==> config.mk <==
export PLATFORM = sky130hd
export DESIGN_NAME = dmem_arbiter
export DESIGN_NICKNAME = d
export VERILOG_FILES = /design/src/rtl/dmem_arbiter.sv
export SDC_FILE = /design/constraint.sdc
export NUM_CORES = 1
export LEC_CHECK = 0
export CAP_MARGIN = 20
export CORE_ASPECT_RATIO = 1.2
export CORE_UTILIZATION = 38
export CTS_CLUSTER_SIZE = 25
export DETAILED_ROUTE_END_ITERATION = 8
export GPL_ROUTABILITY_DRIVEN = 0
export GPL_TIMING_DRIVEN = 0
export PLACE_DENSITY = 0.77
export SLEW_MARGIN = 20
export SYNTH_ARGS = -nofsm -noshare
export SYNTH_HDL_FRONTEND = slang
export SYNTH_SLANG_ARGS = --single-unit
==> constraint.sdc <==
create_clock -name clk -period 2.76 [get_ports clk]
set_input_delay 0.828 -clock clk [delete_from_list [all_inputs] [get_ports clk]]
set_output_delay 0.828 -clock clk [all_outputs]
set_load 0.05 [all_outputs]
==> src/rtl/dmem_arbiter.sv <==
// Two-port arbiter serialising CPU and loader accesses onto one synchronous data RAM.
// Define DMEM_ARB_RR_EN for round-robin tie-breaking; the default build uses fixed CPU priority.
module dmem_arbiter #(
    parameter int ADDR_W = 16,
    parameter int DATA_W = 16
) (
    input  logic              clk,
    input  logic              rst,
    input  logic              cpu_req,
    input  logic              cpu_we,
    input  logic [ADDR_W-1:0] cpu_addr,
    input  logic [DATA_W-1:0] cpu_wdata,
    output logic [DATA_W-1:0] cpu_rdata,
    output logic              cpu_ack,
    output logic              cpu_stall,
    input  logic              ldr_req,
    input  logic              ldr_we,
    input  logic [ADDR_W-1:0] ldr_addr,
    input  logic [DATA_W-1:0] ldr_wdata,
    output logic [DATA_W-1:0] ldr_rdata,
    output logic              ldr_ack,
    output logic              mem_en,
    output logic              mem_we,
    output logic [ADDR_W-1:0] mem_addr,
    output logic [DATA_W-1:0] mem_wdata,
    input  logic [DATA_W-1:0] mem_rdata
);

`ifdef DMEM_ARB_RR_EN
    localparam bit RR_EN = 1'b1;
`else
    localparam bit RR_EN = 1'b0;
`endif

    localparam logic GRANT_CPU = 1'b1;
    localparam logic GRANT_LDR = 1'b0;

    typedef enum logic [1:0] {
        IDLE = 2'd0,
        ACC  = 2'd1,
        CAP  = 2'd2,
        DONE = 2'd3
    } state_t;

    state_t state_r;
    logic   owner_r;
    logic   owner_we_r;
    logic   last_grant_r;
    logic   grant_cpu_s;

    // Winner selection for the IDLE cycle; ties go to CPU unless round-robin is built in.
    always_comb begin
        grant_cpu_s = GRANT_LDR;
        if (cpu_req && ldr_req) begin
            grant_cpu_s = RR_EN ? (last_grant_r == GRANT_LDR) : GRANT_CPU;
        end else if (cpu_req) begin
            grant_cpu_s = GRANT_CPU;
        end else begin
            grant_cpu_s = GRANT_LDR;
        end
    end

    // Combinational stall so the CPU freezes in the same cycle it raises its request.
    assign cpu_stall = cpu_req & ~cpu_ack;

    // Access sequencer: every memory-facing and handshake output is a register here.
    always_ff @(posedge clk or posedge rst) begin
        if (rst) begin
            state_r      <= IDLE;
            owner_r      <= GRANT_LDR;
            owner_we_r   <= 1'b0;
            last_grant_r <= GRANT_LDR;
            mem_en       <= 1'b0;
            mem_we       <= 1'b0;
            mem_addr     <= '0;
            mem_wdata    <= '0;
            cpu_ack      <= 1'b0;
            ldr_ack      <= 1'b0;
            cpu_rdata    <= '0;
            ldr_rdata    <= '0;
        end else begin
            case (state_r)
                IDLE: begin
                    if (cpu_req || ldr_req) begin
                        owner_r    <= grant_cpu_s;
                        owner_we_r <= grant_cpu_s ? cpu_we : ldr_we;
                        mem_en     <= 1'b1;
                        mem_we     <= grant_cpu_s ? cpu_we : ldr_we;
                        mem_addr   <= grant_cpu_s ? cpu_addr : ldr_addr;
                        mem_wdata  <= grant_cpu_s ? cpu_wdata : ldr_wdata;
                        state_r    <= ACC;
                    end else begin
                        state_r    <= IDLE;
                    end
                end
                ACC: begin
                    mem_en    <= 1'b0;
                    mem_we    <= 1'b0;
                    mem_addr  <= '0;
                    mem_wdata <= '0;
                    state_r   <= CAP;
                end
                CAP: begin
                    // Read data from the RAM is valid now, one cycle after the enable.
                    if (owner_r == GRANT_CPU) begin
                        cpu_ack <= 1'b1;
                        if (!owner_we_r) begin
                            cpu_rdata <= mem_rdata;
                        end else begin
                            cpu_rdata <= cpu_rdata;
                        end
                    end else begin
                        ldr_ack <= 1'b1;
                        if (!owner_we_r) begin
                            ldr_rdata <= mem_rdata;
                        end else begin
                            ldr_rdata <= ldr_rdata;
                        end
                    end
                    state_r <= DONE;
                end
                DONE: begin
                    cpu_ack      <= 1'b0;
                    ldr_ack      <= 1'b0;
                    last_grant_r <= owner_r;
                    state_r      <= IDLE;
                end
                default: begin
                    mem_en  <= 1'b0;
                    mem_we  <= 1'b0;
                    cpu_ack <= 1'b0;
                    ldr_ack <= 1'b0;
                    state_r <= IDLE;
                end
            endcase
        end
    end

endmodule

==> results.md, run 1 <==
- Residual DRC: 0
- Rel. slew slack: 61.3%
- Worst-Skew Late Latency: 0.35 ns
- Warnings from Yosys: 0
- CTS tree: built
- First-pass detailed-route iteration total: 4
- Gr usage total: 18.7%
- Max Slew Vio Count: 0
- Post-layout min period: 2.66 ns
- Reg2reg path depth: 5
- Clock tree buffer depth: 2
- Final hold vios: 0
- Number of global-route vias before repair: 2720
- Fmax achieved: 376 MHz
- Row count: 37
- Global-route wire length before repair: 13.2 mm
- Area growth, synth to finish: 55.3%
- CP Capture Type: output pin
- Initial Utilization: 39.6%
- Unrepaired setup endpoints after global routing: no
- Worst-margin pin slew: 0.578 ns
- Vias: 2487
- Syn Nets: 338
- Worst Path Required: 1.93 ns
- Most frequent cells in the layout: clkdlybuf4s50_1 (153), dfrtp_1 (72), mux2_2 (36)
- Outcome: finished clean
- Final setup margin: 0.102 ns
- Crit-path slowest cell: clkdlybuf4s50_1
- Ratio of cells with drive above 1 in the final layout: 23.8%
- Pre-CTS WS: -1.01 ns
- Antenna violations before repair: 0
- CP cell instances: clkdlybuf4s50_1 > buf_6 > nor2b_4 > buf_6
- H-tree depth: 3
- Layout Skew: 0.0135 ns
- Post-route ant nets: 0
- Routed WL: 8.28 mm
- Peak VDD IR: 0.673 mV
- Most common cell after layout, fill and taps aside: clkdlybuf4s50_1
- Most common cell on crit path: buf_6
- LEAKAGE: 2.41 nW
- P per Cell Area: 1410 nW/um2
- Library cells used by synthesis: 27
- Synth Instances: 246
- Total negative slack: 0 ns
- Grt ovf: 0
- Post-synth EDFFs: 0
- CP max FO: 11
- Clock transition at path regs: 0.07 ns
- Arr. time, crit path: 1.83 ns
- Max incr delay on CP: 0.49 ns
- CTS buffer count: 9
- Post-Syn Area per Cell: 14.0 um2
- Pin count of the biggest net entering global routing: 51
- Class of the most critical setup path: in2out
- Top_reg_cell synth: dfrtp_1
- Clock root buffer master: clkbuf_8
- Boundary Pins: 155
- Period utilisation layout: 96.3%
- Vias per cell: 4.67
- Post-synth ARST share: 100%
- Buffers on Ports: 154
- CTS sink count: 72
- # nets final: 504
- Die Area: 9450 um2
- Initial DRC count: 38
- #FFs+latches synth: 72
- HPWL Detailed: 6.34 mm
- R2R setup slack: 0.61 ns
- Startpoint class of the critical path: input pin
- Antenna Cells: 0
- Setup violations, final: 0
- Hold buffer count at CTS: 0
- # Max-Cap Violations: 0
- Min-delay worst type: reg2reg
- Cell Area, Synth: 3450 um2
- Die width: 88.9 um
- Hold_ws: 0.501 ns
- Drt wl/cell: 15.5 um
- Die H: 106 um
- Worst hold path depth: 1
- Core Area: 8700 um2
- Sequential share of the synthesized area: 52.3%
[metal layers]
| metal | part of all wire, % | global-route usage [%] | vias to the layer above | wire length [um] |
|---|---|---|---|---|
| met3 | 8.6 | 4.89 | 7 | 710 |
| met1 | 41 | 21.7 | 1180 | 3390 |
| li1 | - | - | 1185 | - |
| met4 | 1.1 | 6.80 | 0 | 87 |
| met2 | 49 | 32.5 | 115 | 4090 |
| met5 | 0 | 0 | - | 0 |
[timing repair]
action | in CTS | in global routing
gates resized for setup | 11 | 2
endpoints found under the setup margin | 1 | 1
buffers inserted | 1 | 0
[state kept, by name, indices dropped and copies added, names as in the netlist]
register	cells
mem_wdata	16
mem_addr	16
ldr_ack	1
owner_r	1
mem_en	1
cpu_ack	1
mem_we	1
state_r	2
cpu_rdata	16
owner_we_r	1
ldr_rdata	16
[per-stage QoR]
stage	utilization, %	cell area [um2]	power [mW]	std cells
2_1_floorplan	-	3450	5.33	246
3_3_place_gp	59.0	5140	6.73	517
6_report	61.5	5350	7.53	533
3_5_place_dp	59.4	5170	6.83	518
4_1_cts	61.6	5360	7.59	534
5_1_grt	61.5	5350	7.91	533
[worst paths after layout]
kind	from	to
min in group asynchronous	rst	state_r[0]$_DFF_PP0_
max in group asynchronous	rst	mem_wdata[6]$_DFFE_PP0P_
min reg2reg	mem_we$_DFFE_PP0P_	mem_we$_DFFE_PP0P_
max reg2reg	state_r[0]$_DFF_PP0_	ldr_rdata[5]$_DFFE_PP0P_
min	mem_we$_DFFE_PP0P_	mem_we$_DFFE_PP0P_
max	cpu_req	cpu_stall
[power breakdown]
group	internal [mW]	leakage [nW]	switching [mW]
combinational	2.08	1.46	2.79
sequential	1.60	0.863	0.311
clock	0.346	0.0923	0.393
total	4.03	2.41	3.49
[critical path: cells and delay by family]
family                 cells  cell delay, ns
and+or+nand+nor            1            0.17
buffers and inverters      3            0.82
[synth_stat cells, types with 2 or more instances]
library cell / number / area (um2)
dfrtp_1: 72 / 1800
mux2i_1: 34 / 340
mux2_4: 28 / 420
clkbuf_1: 4 / 15.0
ha_1: 6 / 75.1
buf_12: 3 / 60.1
inv_1: 4 / 15.0
buf_2: 5 / 25.0
nand2b_1: 2 / 12.5
o21ai_0: 2 / 10.0
nor2_1: 32 / 120
mux2_2: 36 / 405
nand2_1: 4 / 15.0
[logic make-up (layout without fill, tap and decap cells)]
logic type | count (synthesis) | in the layout | share of synthesized area, %
muxes | 98 | 98 | 33.8
buffers and inverters | 18 | 188 | 3.89
and+or+nand+nor | 43 | 43 | 5.70
adders and majority gates | 6 | 6 | 2.18
AOI/OAI and AO/OA | 9 | 9 | 2.11
DFF | 72 | 72 | 52.3
[cell type report]
cell class | count | area, um2
clock inverters | 5 | 32.5
fillers | 728 | 3350
flip-flops and latches | 72 | 1800
repair buffers | 156 | 1580
clock buffers | 10 | 138
multi-input cells | 156 | 1520
well taps | 117 | 146
inverters | 4 | 17.5
plain buffers | 13 | 120
No activity file was read; power rests on OpenSTA's default activity.
==> inputs of run 2 (changes only) <==
--- a/config.mk
+++ b/config.mk
@@ -5,6 +5,7 @@
 export SDC_FILE = /design/constraint.sdc
 export NUM_CORES = 1
 export LEC_CHECK = 0
+export ABC_CLOCK_PERIOD_IN_PS = 2760
 export CAP_MARGIN = 20
 export CORE_ASPECT_RATIO = 1.2
 export CORE_UTILIZATION = 38
==> results of run 2 <==
The final DEF is identical to that of run 1; final timing and power are the same.
